<file path="src/rtl/alu_seq_ctrl.sv">
// Multi-cycle sequencer for the 8-bit ALU: fetch one instruction over valid/ready,
// read a 4 x 8 register file, drive the external ALU, then write back or emit via OUT.
//
// state  | meaning
// IDLE   | ready for an instruction, captures instr into ir on handshake
// DECODE | reads operands from the register file into the operand latches
// EXEC   | presents latched operands to the ALU, registers alu_result
// WB     | retires: register/zero_flag write or OUT pulse
module alu_seq_ctrl #(
  parameter int                DATA_W   = 8,
  parameter logic [DATA_W-1:0] REG_INIT = 8'h00
) (
  input  logic              clk,
  input  logic              rst_n,
  input  logic              instr_valid,
  input  logic [7:0]        instr,
  output logic              instr_ready,
  output logic [DATA_W-1:0] alu_a,
  output logic [DATA_W-1:0] alu_b,
  output logic [2:0]        alu_sel,
  input  logic [DATA_W-1:0] alu_result,
  output logic              out_valid,
  output logic [DATA_W-1:0] out_data,
  output logic              zero_flag,
  output logic              done,
  output logic              busy
);

  typedef enum logic [1:0] {IDLE, DECODE, EXEC, WB} state_t;

  localparam logic [1:0] OP_ADD = 2'b00;
  localparam logic [1:0] OP_SUB = 2'b01;
  localparam logic [1:0] OP_LDI = 2'b10;
  localparam logic [1:0] OP_OUT = 2'b11;

  state_t            state, state_nxt;
  logic [7:0]        ir;
  logic [DATA_W-1:0] regs [4];
  logic [DATA_W-1:0] op_a, op_b, result_q;
  logic [1:0]        opcode, rd, rs;

  assign opcode = ir[7:6];
  assign rd     = ir[5:4];
  assign rs     = ir[3:2];

  always_ff @(posedge clk) begin
    if (!rst_n) begin
      state     <= IDLE;
      ir        <= '0;
      op_a      <= '0;
      op_b      <= '0;
      result_q  <= '0;
      zero_flag <= 1'b0;
      out_data  <= '0;
      for (int i = 0; i < 4; i++) regs[i] <= REG_INIT;
    end else begin
      state <= state_nxt;
      case (state)
        IDLE: if (instr_valid) ir <= instr;
        DECODE: begin
          case (opcode)
            OP_ADD, OP_SUB: begin op_a <= regs[rd]; op_b <= regs[rs]; end
            OP_LDI: begin op_a <= '0; op_b <= {{(DATA_W-4){1'b0}}, ir[3:0]}; end
            default: begin op_a <= regs[rd]; op_b <= '0; end
          endcase
        end
        EXEC: begin
          result_q <= alu_result;
          // out_data is loaded one cycle early so it is already valid during WB and then holds
          if (opcode == OP_OUT) out_data <= alu_result;
        end
        WB: begin
          if (opcode != OP_OUT) begin
            regs[rd]  <= result_q;
            zero_flag <= (result_q == '0);
          end
        end
        default: ;
      endcase
    end
  end

  always_comb begin
    state_nxt   = state;
    instr_ready = 1'b0;
    busy        = (state != IDLE);
    done        = 1'b0;
    out_valid   = 1'b0;
    alu_a       = '0;
    alu_b       = '0;
    alu_sel     = 3'b111;
    case (state)
      IDLE: begin
        instr_ready = rst_n;
        if (instr_valid) state_nxt = DECODE;
      end
      DECODE: state_nxt = EXEC;
      EXEC: begin
        state_nxt = WB;
        alu_a     = op_a;
        alu_b     = op_b;
        alu_sel   = (opcode == OP_SUB) ? 3'b001 : 3'b000;
      end
      WB: begin
        state_nxt = IDLE;
        done      = 1'b1;
        out_valid = (opcode == OP_OUT);
      end
      default: state_nxt = IDLE;
    endcase
  end

endmodule

</file>
<file path="config.mk">
export PLATFORM = sky130hd
export DESIGN_NAME = alu_seq_ctrl
export DESIGN_NICKNAME = d
export VERILOG_FILES = /design/src/rtl/alu_seq_ctrl.sv
export SDC_FILE = /design/constraint.sdc
export NUM_CORES = 1
export LEC_CHECK = 0
export CAP_MARGIN = 20
export CORE_ASPECT_RATIO = 1.1
export CORE_MARGIN = 5
export CORE_UTILIZATION = 54
export CTS_CLUSTER_DIAMETER = 200
export DETAILED_ROUTE_END_ITERATION = 16
export PLACE_DENSITY = 0.81
export SLEW_MARGIN = 20
export SYNTH_ARGS = -nofsm -noshare
export SYNTH_HDL_FRONTEND = slang
export SYNTH_SLANG_ARGS = --single-unit
</file>
<file path="constraint.sdc">
create_clock -name clk -period 2.3 [get_ports clk]
set_input_delay 0.46 -clock clk [delete_from_list [all_inputs] [get_ports clk]]
set_output_delay 0.46 -clock clk [all_outputs]
set_load 0.005 [all_outputs]
</file>
==> results by group, run 1 <==
Place
  – Detail Placement HPWL: 5470 um
  – Placed Instance Area: 0.00421 mm^2
  – Gpl congestion: 0.795
  – Post-place setup slack: 107 ps
  – Port bufs: 50

Critical path
  – WP data required: between 1500 and 2000 ps
  – Crit-path max FO: 19
  – Critical path arrival: 1730 ps
  – Worst R2R Path Depth: 4
  – Endpoint class of the critical path: output port
  – Worst reg-to-reg setup slack: 450 ps
  – FF-to-FF Start: state[1]
  – Critical setup path kind: reg -> out
  – Startpoint types: flip-flop
  – RR Endpoint: regs[1][7]

Route
  – # DRC: 0
  – Detailed router's first-iteration violation count: 90
  – Routed vias/inst: ~5.5
  – WL final: approximately 7300 um
  – Vias: 2,414
  – Routed WL per cell: ~17 um
  – TritonRoute pass-1 iters: 4
  – ANT nets after route: 0

Logic synthesis
  – Synth cell types: 37
  – Mapped cell area: 0.00365 mm^2
  – Async SR Flop Fraction: 0%
  – Largest cells by area after synthesis: edfxtp_1 (26%), dfxtp_1 (26%), and2_1 (8.4%)
  – Synth Net Count: 324
  – Synth top area share: a little over a quarter
  – Mapped Cells: 300
  – Ys Warns: 0
  – Post-synth EDFFs: 32
  – Biggest area consumer among synthesized cells: edfxtp_1
  – Yosys reg bits: 79
  – Synth Flop Type: dfxtp_1
  – Post-synthesis sequential area ratio: 52.1%
  – Mean post-synth cell area: 12.2 um^2

Power
  – Peak VDD IR: 470 uV
  – Static Leak: about 0.0016 uW
  – Power Density: 850 mW/mm^2

Min path
  – Hold path start: op_a[4]
  – Hold Path End: op_a[4]
  – HP Class: reg -> reg
  – Hold Crit Depth: 2

CTS
  – H-tree depth: 3
  – Reg clk slew, reported paths: 80 ps
  – Root Buffer: clkbuf_8
  – Num CTS Buffers: 9
  – Hold_buf cts: 0
  – CTS tree: done
  – Worst skew pair latency: 340 ps
  – Longest Clk Path Bufs: 2
  – Clock Sinks: 79

Global route
  – Global-route wire length before repair: between 10,000 and 15,000 um
  – Vias in the first global route: 2,469
  – GRT Residual Overflow: 0
  – Largest net degree at the start of global routing: 49
  – Total GRT Usage: 18.9%
  – Initial antenna violation count: 0

Floorplan
  – Num rows: 31
  – Die height: 96.2 um
  – Initial Util: 55.3%
  – IO Count: 51
  – Core Area: between 0.006 and 0.007 mm^2
  – Die area: 0.00850 mm^2
  – Die width: roughly 88 um

STA
  – Setup_tns: 0 ps
  – PnR worst setup slack: 114 ps
  – RSZ-0062 raised after global routing: false
  – Slew @ Worst Pin: approximately 520 ps
  – Final worst-path cycle share: 95.0%
  – Fin. max-slew vios: 0
  – Max-slew headroom: 65.2%
  – Fmax: 458 MHz
  – Tmin final: around 2200 ps
  – Setup violators final: 0
  – Final hold viol count: 0
  – Clock Skews: 5.89 ps

Final layout
  – Antenna cells: 0
  – Share of layout cells above drive strength 1: between 10% and 20%
  – Most frequent cells in the layout: clkdlybuf4s50_1 (50), and2_1 (49), dfxtp_1 (47), edfxtp_1 (32), nand2_1 (25)
  – Most common cell after layout, fill and taps aside: clkdlybuf4s50_1
  – Design area: between 0.004 and 0.005 mm^2
  – Synth-to-Final Area Change: 22.0%
  – Nets@finish: 376

Job
  – Max Cap Violations: 0

Status
  – Status: finished clean
[per-layer routing]
metal	track usage, %	share of wire [%]	up-vias	routed length [um]
met2	30.9	49	67	3570
met4	8.82	2.4	0	172
met5	0	0	-	0
met1	24.5	44	1167	3210
met3	3.34	4.6	12	332
li1	-	-	1168	-
[how the worst max path moves through the flow]
stage	startpoint	end	slack, ps
3_5_place_dp	rst_n	regs[1][2]	110
6_report	state[0]	alu_b[0]	110
5_1_grt	state[0]	alu_a[4]	6
4_1_cts	state[0]	alu_b[0]	90
2_1_floorplan	state[0]	alu_sel[2]	460
3_3_place_gp	rst_n	regs[1][2]	150
[cell usage after synthesis (all sizes together), types with 2 or more instances]
| cell type | instances |
|---|---|
| a21boi | 17 |
| a22o | 4 |
| a32o | 4 |
| and2 | 50 |
| buf | 10 |
| clkbuf | 9 |
| dfxtp | 47 |
| edfxtp | 32 |
| ha | 5 |
| inv | 6 |
| mux2i | 17 |
| mux4 | 16 |
| nand2 | 25 |
| nand2b | 5 |
| nand3 | 17 |
| nor2 | 2 |
| nor2b | 17 |
| nor4 | 3 |
| o21ai | 3 |
| o2bb2ai | 4 |
[cell families (layout without fill, tap and decap cells)]
group / count (synthesis) / after routing / synth area share (%)
adders and majority gates: 5 / 5 / 1.72
buffers and inverters: 25 / 82 / 3.57
muxes: 33 / 33 / 14.9
AOI/OAI and AO/OA: 34 / 34 / 7.48
and+or+nand+nor: 124 / 124 / 20.2
DFF: 79 / 79 / 52.1
[state kept, by name, summed over array words and instances (netlist names), named ones only]
register and cells:
result_q 8, ir 8, op_b 8, out_data 8, state 2, regs 32
zero_flag 1, op_a 8
[stage by stage]
| stage | std cells | total power, uW | hold slack (ps) | utilization, % |
|---|---|---|---|---|
| floorplan | 300 | 2390 | 434 | - |
| global placement | 422 | 2670 | 446 | 63.9 |
| detailed placement | 422 | 2710 | 451 | 63.9 |
| CTS | 438 | 3790 | 461 | 67.4 |
| global route | 439 | 3970 | 478 | 67.5 |
| finish | 439 | 3780 | 461 | 67.5 |
[timing repair]
action,CTS,global route
gates resized for setup,2,0
cloned,0,0
setup endpoints to repair,19,1
setup buffers,0,1
[layout make-up]
class / instances / area [um^2]
Fill cell: 489 / 2140
Sequential cell: 79 / 1900
Multi-Input combinational cell: 196 / 1630
Timing Repair Buffer: 60 / 576
Clock buffer: 13 / 201
Tap cell: 82 / 103
Inverter: 6 / 22.5
Clock inverter: 3 / 17.5
[worst max-delay path, cell delays in order, from the launching register on]
cell,delay (ps)
dfxtp_1,340
inv_1,150
ha_4,240
and2_1,150
clkdlybuf4s50_1,500
[where the power goes]
group | total (uW) | internal (uW) | switching (uW)
Sequential | 1790 | 1610 | 173
Combinational | 915 | 473 | 442
Clock | 1080 | 583 | 495
Power figures use the tool's default switching activity.
==> run 2: changes to the inputs <==
--- a/config.mk
+++ b/config.mk
@@ -7,11 +7,11 @@
 export LEC_CHECK = 0
 export CAP_MARGIN = 20
 export CORE_ASPECT_RATIO = 1.1
-export CORE_MARGIN = 5
-export CORE_UTILIZATION = 54
+export CORE_MARGIN = 2
+export CORE_UTILIZATION = 49
 export CTS_CLUSTER_DIAMETER = 200
 export DETAILED_ROUTE_END_ITERATION = 16
-export PLACE_DENSITY = 0.81
+export PLACE_DENSITY = 0.78
 export SLEW_MARGIN = 20
 export SYNTH_ARGS = -nofsm -noshare
 export SYNTH_HDL_FRONTEND = slang
==> constraint.sdc (replaced) <==
create_clock -name clk -period 2 [get_ports clk]
set_input_delay 0.4 -clock clk [delete_from_list [all_inputs] [get_ports clk]]
set_output_delay 0.4 -clock clk [all_outputs]
set_load 0.005 [all_outputs]
==> results by group, run 2 (synthesis gave the netlist of run 1 again) <==
Status
  – Status: finished clean (unchanged)

Critical path
  – Crit path cell chain: ha_2, and3_1, clkdlybuf4s50_1 (was inv_1, ha_4, and2_1, clkdlybuf4s50_1)
  – Endpoint class of the critical path: output port (unchanged)
  – Critical setup path kind: reg -> out (unchanged)
  – Critical path arrival: 1580 ps (was 1730 ps)
  – Worst R2R Path Depth: 9 (was 4)
  – Critical Path Source: state[1] (was state[0])
  – CP max-delay cell: clkdlybuf4s50_1 (unchanged)
  – Startpoint types: flip-flop (unchanged)
  – Worst reg-to-reg setup slack: 190 ps (was 450 ps)
  – RR Endpoint: out_data[2] (was regs[1][7])
  – Slowest stage delay, CP: 500 ps (about the same)
  – WP data required: 1600 ps (was 1840 ps)
  – Crit-path max FO: 4 (was 19)
  – FF-to-FF Start: state[0] (was state[1])

Floorplan
  – Die area: 0.00815 mm^2 (was 0.00850 mm^2)
  – Core Area: 0.00735 mm^2 (was 0.00659 mm^2)
  – Num rows: 33 (was 31)
  – Initial Util: 49.6% (was 55.3%)
  – IO Count: 51 (unchanged)
  – Die width: 86.3 um (was 88.4 um)
  – Die height: 94.5 um (was 96.2 um)

STA
  – Max-slew headroom: 64.4% (was 65.2%)
  – Setup_tns: 0 ps (unchanged)
  – Fmax: roughly 500 MHz
  – Final hold viol count: 0 (unchanged)
  – PnR worst setup slack: 19.5 ps (was 114 ps)
  – RSZ-0062 raised after global routing: true (was false)
  – Setup violators final: 0 (unchanged)
  – Clock Skews: 5.04 ps (was 5.89 ps)
  – Fin. max-slew vios: 0 (unchanged)
  – Slew @ Worst Pin: 533 ps (was 521 ps)
  – Final worst-path cycle share: around 100%
  – Min Hold Slack: 462 ps (was 461 ps)
  – Tmin final: 1980 ps

Global route
  – Total GRT Usage: 19.6% (was 18.9%)
  – GRT Residual Overflow: 0 (unchanged)
  – Largest net degree at the start of global routing: 26 (was 49)
  – Vias in the first global route: 2,462 (was 2,469)
  – Global-route wire length before repair: 12,200 um (was 12,300 um)
  – Initial antenna violation count: 0 (unchanged)

Final layout
  – Most common cell after layout, fill and taps aside: and2_1 (was clkdlybuf4s50_1)
  – Max reg flops: 32 (unchanged)
  – Nets@finish: 393 (was 376)
  – Most frequent cells in the layout: and2_1 (49), dfxtp_1 (44), edfxtp_1 (32), clkdlybuf4s50_1 (29), nand2_1 (25) (was clkdlybuf4s50_1 (50), and2_1 (49), dfxtp_1 (47), edfxtp_1 (32), nand2_1 (25))
  – Finished Core Util: 62.5% (was 67.5%)
  – Final Non-Filler Cells: 461 (was 439)
  – Antenna cells: 0 (unchanged)
  – Synth-to-Final Area Change: 25.9% (was 22.0%)
  – Share of layout cells above drive strength 1: 19.0% (was 13.4%)
  – Largest Register: regs (unchanged)

CTS
  – Longest Clk Path Bufs: 2 (unchanged)
  – Worst skew pair latency: 340 ps (about the same)
  – Hold_buf cts: 0 (unchanged)
  – Root Buffer: clkbuf_8 (unchanged)
  – Reg clk slew, reported paths: 80 ps (about the same)
  – Clock Sinks: 79 (unchanged)
  – H-tree depth: 3 (unchanged)
  – Num CTS Buffers: 9 (unchanged)
  – CTS tree: done (unchanged)

Min path
  – HP Class: reg -> reg (unchanged)
  – Hold Path End: op_a[7] (was op_a[4])
  – Hold Crit Depth: 2 (unchanged)
  – Hold path start: op_a[7] (was op_a[4])

Place
  – Post-place setup slack: -24.0 ps (was 107 ps)
  – Port bufs: 50 (unchanged)
  – Placed Cells: 435 (was 422)
  – Gpl congestion: 0.835 (was 0.795)
  – Detail Placement HPWL: 5270 um (was 5470 um)

Power
  – Power share of the clock group: 26.9% (was 28.5%)
  – Register share of total power: 46.4% (was 47.3%)
  – Peak VDD IR: 633 uV (was 470 uV)
  – Int Power: 3110 uW (was 2670 uW)
  – Static Leak: 0.00180 uW (was 0.00164 uW)
  – Combinational group share of total power: 26.8% (was 24.2%)
  – NetSw: 1360 uW (was 1110 uW)
  – Sw frac: 30.4% (was 29.4%)
  – Power Density: 974 mW/mm^2 (was 850 mW/mm^2)

Route
  – # DRC: 0 (unchanged)
  – TritonRoute pass-1 iters: 4 (unchanged)
  – Vias: 2,486 (was 2,414)
  – Routed WL per cell: 16.2 um (was 16.6 um)
  – Routed vias/inst: 5.39 (was 5.50)
  – WL final: 7480 um (was 7280 um)
  – Detailed router's first-iteration violation count: 91 (was 90)
  – ANT nets after route: 0 (unchanged)

Job
  – Max Cap Violations: 0 (unchanged)
[run 2: layout make-up]
cell class / count / area, um^2
tap: 87 / 109
clock inverter: 5 / 33.8
inverter: 6 / 22.5
sequential: 79 / 1910
fill: 597 / 2760
timing repair buffer: 77 / 712
multi-input combinational: 196 / 1630
clock buffer: 11 / 174
[run 2: per-stage QoR]
| step | total power, uW | instance area (um^2) |
|---|---|---|
| floorplan | 2750 | 3650 |
| global placement | 3100 | 4290 |
| detailed placement | 3150 | 4290 |
| CTS | 4490 | 4580 |
| global route | 4710 | 4590 |
| finish | 4470 | 4590 |
[run 2: how the worst max path moves through the flow]
stage / end / cells past startpoint
3_5_place_dp: regs[1][3] / 5
6_report: out_valid / 3
3_3_place_gp: instr_ready / 3
4_1_cts: busy / 5
2_1_floorplan: regs[2][0] / 3
5_1_grt: out_valid / 3
[run 2: worst max-delay path: cells and delay by family, from the launching register on]
kind,cells,cell delay (ps)
flops,1,380
simple gates,1,150
fa+ha+maj,1,210
buf+inv,1,500
[run 2: power by group through the flow]
stage | Combinational, uW | Sequential (uW) | Clock, uW
after floorplan | 766 | 1980 | 0
after CTS | 1190 | 2070 | 1220
after detailed placement | 1050 | 2100 | 0
after global routing | 1310 | 2110 | 1300
final | 1200 | 2070 | 1200
after global placement | 1010 | 2080 | 0
[run 2: repair_timing]
action / CTS / global route
pin swaps: 1 / 1
setup buffers: 6 / 1
setup endpoints to repair: 22 / 9
gates cloned: 3 / 0
gates resized for setup: 35 / 5
[run 2: layer usage]
| metal | up-vias | track usage [%] | part of all wire [%] |
|---|---|---|---|
| li1 | 1211 | - | - |
| met1 | 1182 | 24.5 | 44 |
| met2 | 77 | 33.5 | 49 |
| met3 | 16 | 3.32 | 4.1 |
| met4 | 0 | 8.59 | 2.5 |
| met5 | - | 0 | 0 |
==> patch, RTL diff (flow settings as in run 2) <==
The parameter `DATA_W` goes from 8 to 6.
--- a/src/rtl/alu_seq_ctrl.sv
+++ b/src/rtl/alu_seq_ctrl.sv
@@ -7,7 +7,7 @@
 // EXEC   | presents latched operands to the ALU, registers alu_result
 // WB     | retires: register/zero_flag write or OUT pulse
 module alu_seq_ctrl #(
-  parameter int                DATA_W   = 8,
+  parameter int                DATA_W   = 6,
   parameter logic [DATA_W-1:0] REG_INIT = 8'h00
 ) (
   input  logic              clk,
Ports: changed (resized alu_a, alu_b, alu_result and out_data); port bits go from 51 to 43. No check against the original RTL was run, so the function may have changed too.
==> patch against run 2 <==
  * Sequential cell count decreased by 16
  * Final area decreased by 19%
  * Worst setup slack improved by 67 ps
  * Wire length decreased by 21%
  * Largest power group unchanged
  * Power decreased by 14%
  * Critical path depth unchanged
  * Sequential share of layout area decreased by 1.1 points
  * Area after synthesis decreased by 21%
==> patch: results (changes against run 2) <==
- Avg Cell Area, Syn: 12.3 sq um (+0.95%)
- Port-buffer cells: 42 (-16%)
- Number of global-route vias before repair: 2,010 (-18%)
- Initial DRC count: 87 (-4.4%)
- Placed wire-length estimate: 4200 um (-20%)
- Met3 wire length: 227 um (-26%)
- VDD IR max: 0.797 mV (+26%)
- M1 WL: 2510 um (-24%)
- Post-synthesis sequential area ratio: 0.521 (-0.000833)
- Clk_skew: 5.00 ps (-0.0442 ps)
- Psw: 1.07 mW (-21%)
- PwrDens: 1040 mW/mm^2 (+6.7%)
- WHS: 467 ps (+4.43 ps)
- Critical Path AT: 1510 ps (-70 ps)
- Reg-to-reg slack, setup: 220 ps (+30 ps)
- Slew @ Worst Pin: 396 ps (-137 ps)
- Post-CTS sizing: 25 (-29%)
- Ratio of cells with drive above 1 in the final layout: 0.185 (-0.00465)
- Met3 GRT Util: 0.0516 (+0.0184)
- Met1 Use GR: 0.232 (-0.0125)
- Post-synth top cells: dfxtp_1, and2_1, edfxtp_1, nand2_1
- Status: finished clean
- Post-synth EDFFs: 24 (-25%)
- DP Cell Count: 353 (-19%)
- Netlist cell types: 30 (-19%)
- Vias/cell: 5.25 (-2.7%)
- GRT Util Overall: 0.196 (+0.000448)
- Final non-filler cell total: 374 (-19%)
- CP max FO: 5 (+1)
patch: path summary, 6_finish.rpt:
kind / to / cells after the start / from
setup reg to reg: regs[1][0] / 5 / state[0]
hold / removal: ir[0] / 2 / ir[0]
hold reg to reg: ir[0] / 2 / ir[0]
setup / recovery: done / 3 / state[0]
patch: logic make-up (layout without fill, tap and decap cells):
logic type	count (synthesis)	after routing	share of synthesized area
adders and majority gates	5	5	0.0217
and+or+nand+nor	94	94	0.203
buffers and inverters	20	82	0.0334
muxes	25	25	0.139
DFF	63	63	0.521
AOI/OAI and AO/OA	28	28	0.0824
patch: area by class of cell:
type / instances / area, sq um / area share
clock inverters: 1 / 30.0 / 0.00807
inverters: 7 / 26.3 / 0.00706
clock buffers: 15 / 208 / 0.0558
multi-input cells: 152 / 1300 / 0.350
well taps: 77 / 96.3 / 0.0259
flip-flops and latches: 63 / 1510 / 0.405
repair buffers: 59 / 552 / 0.148
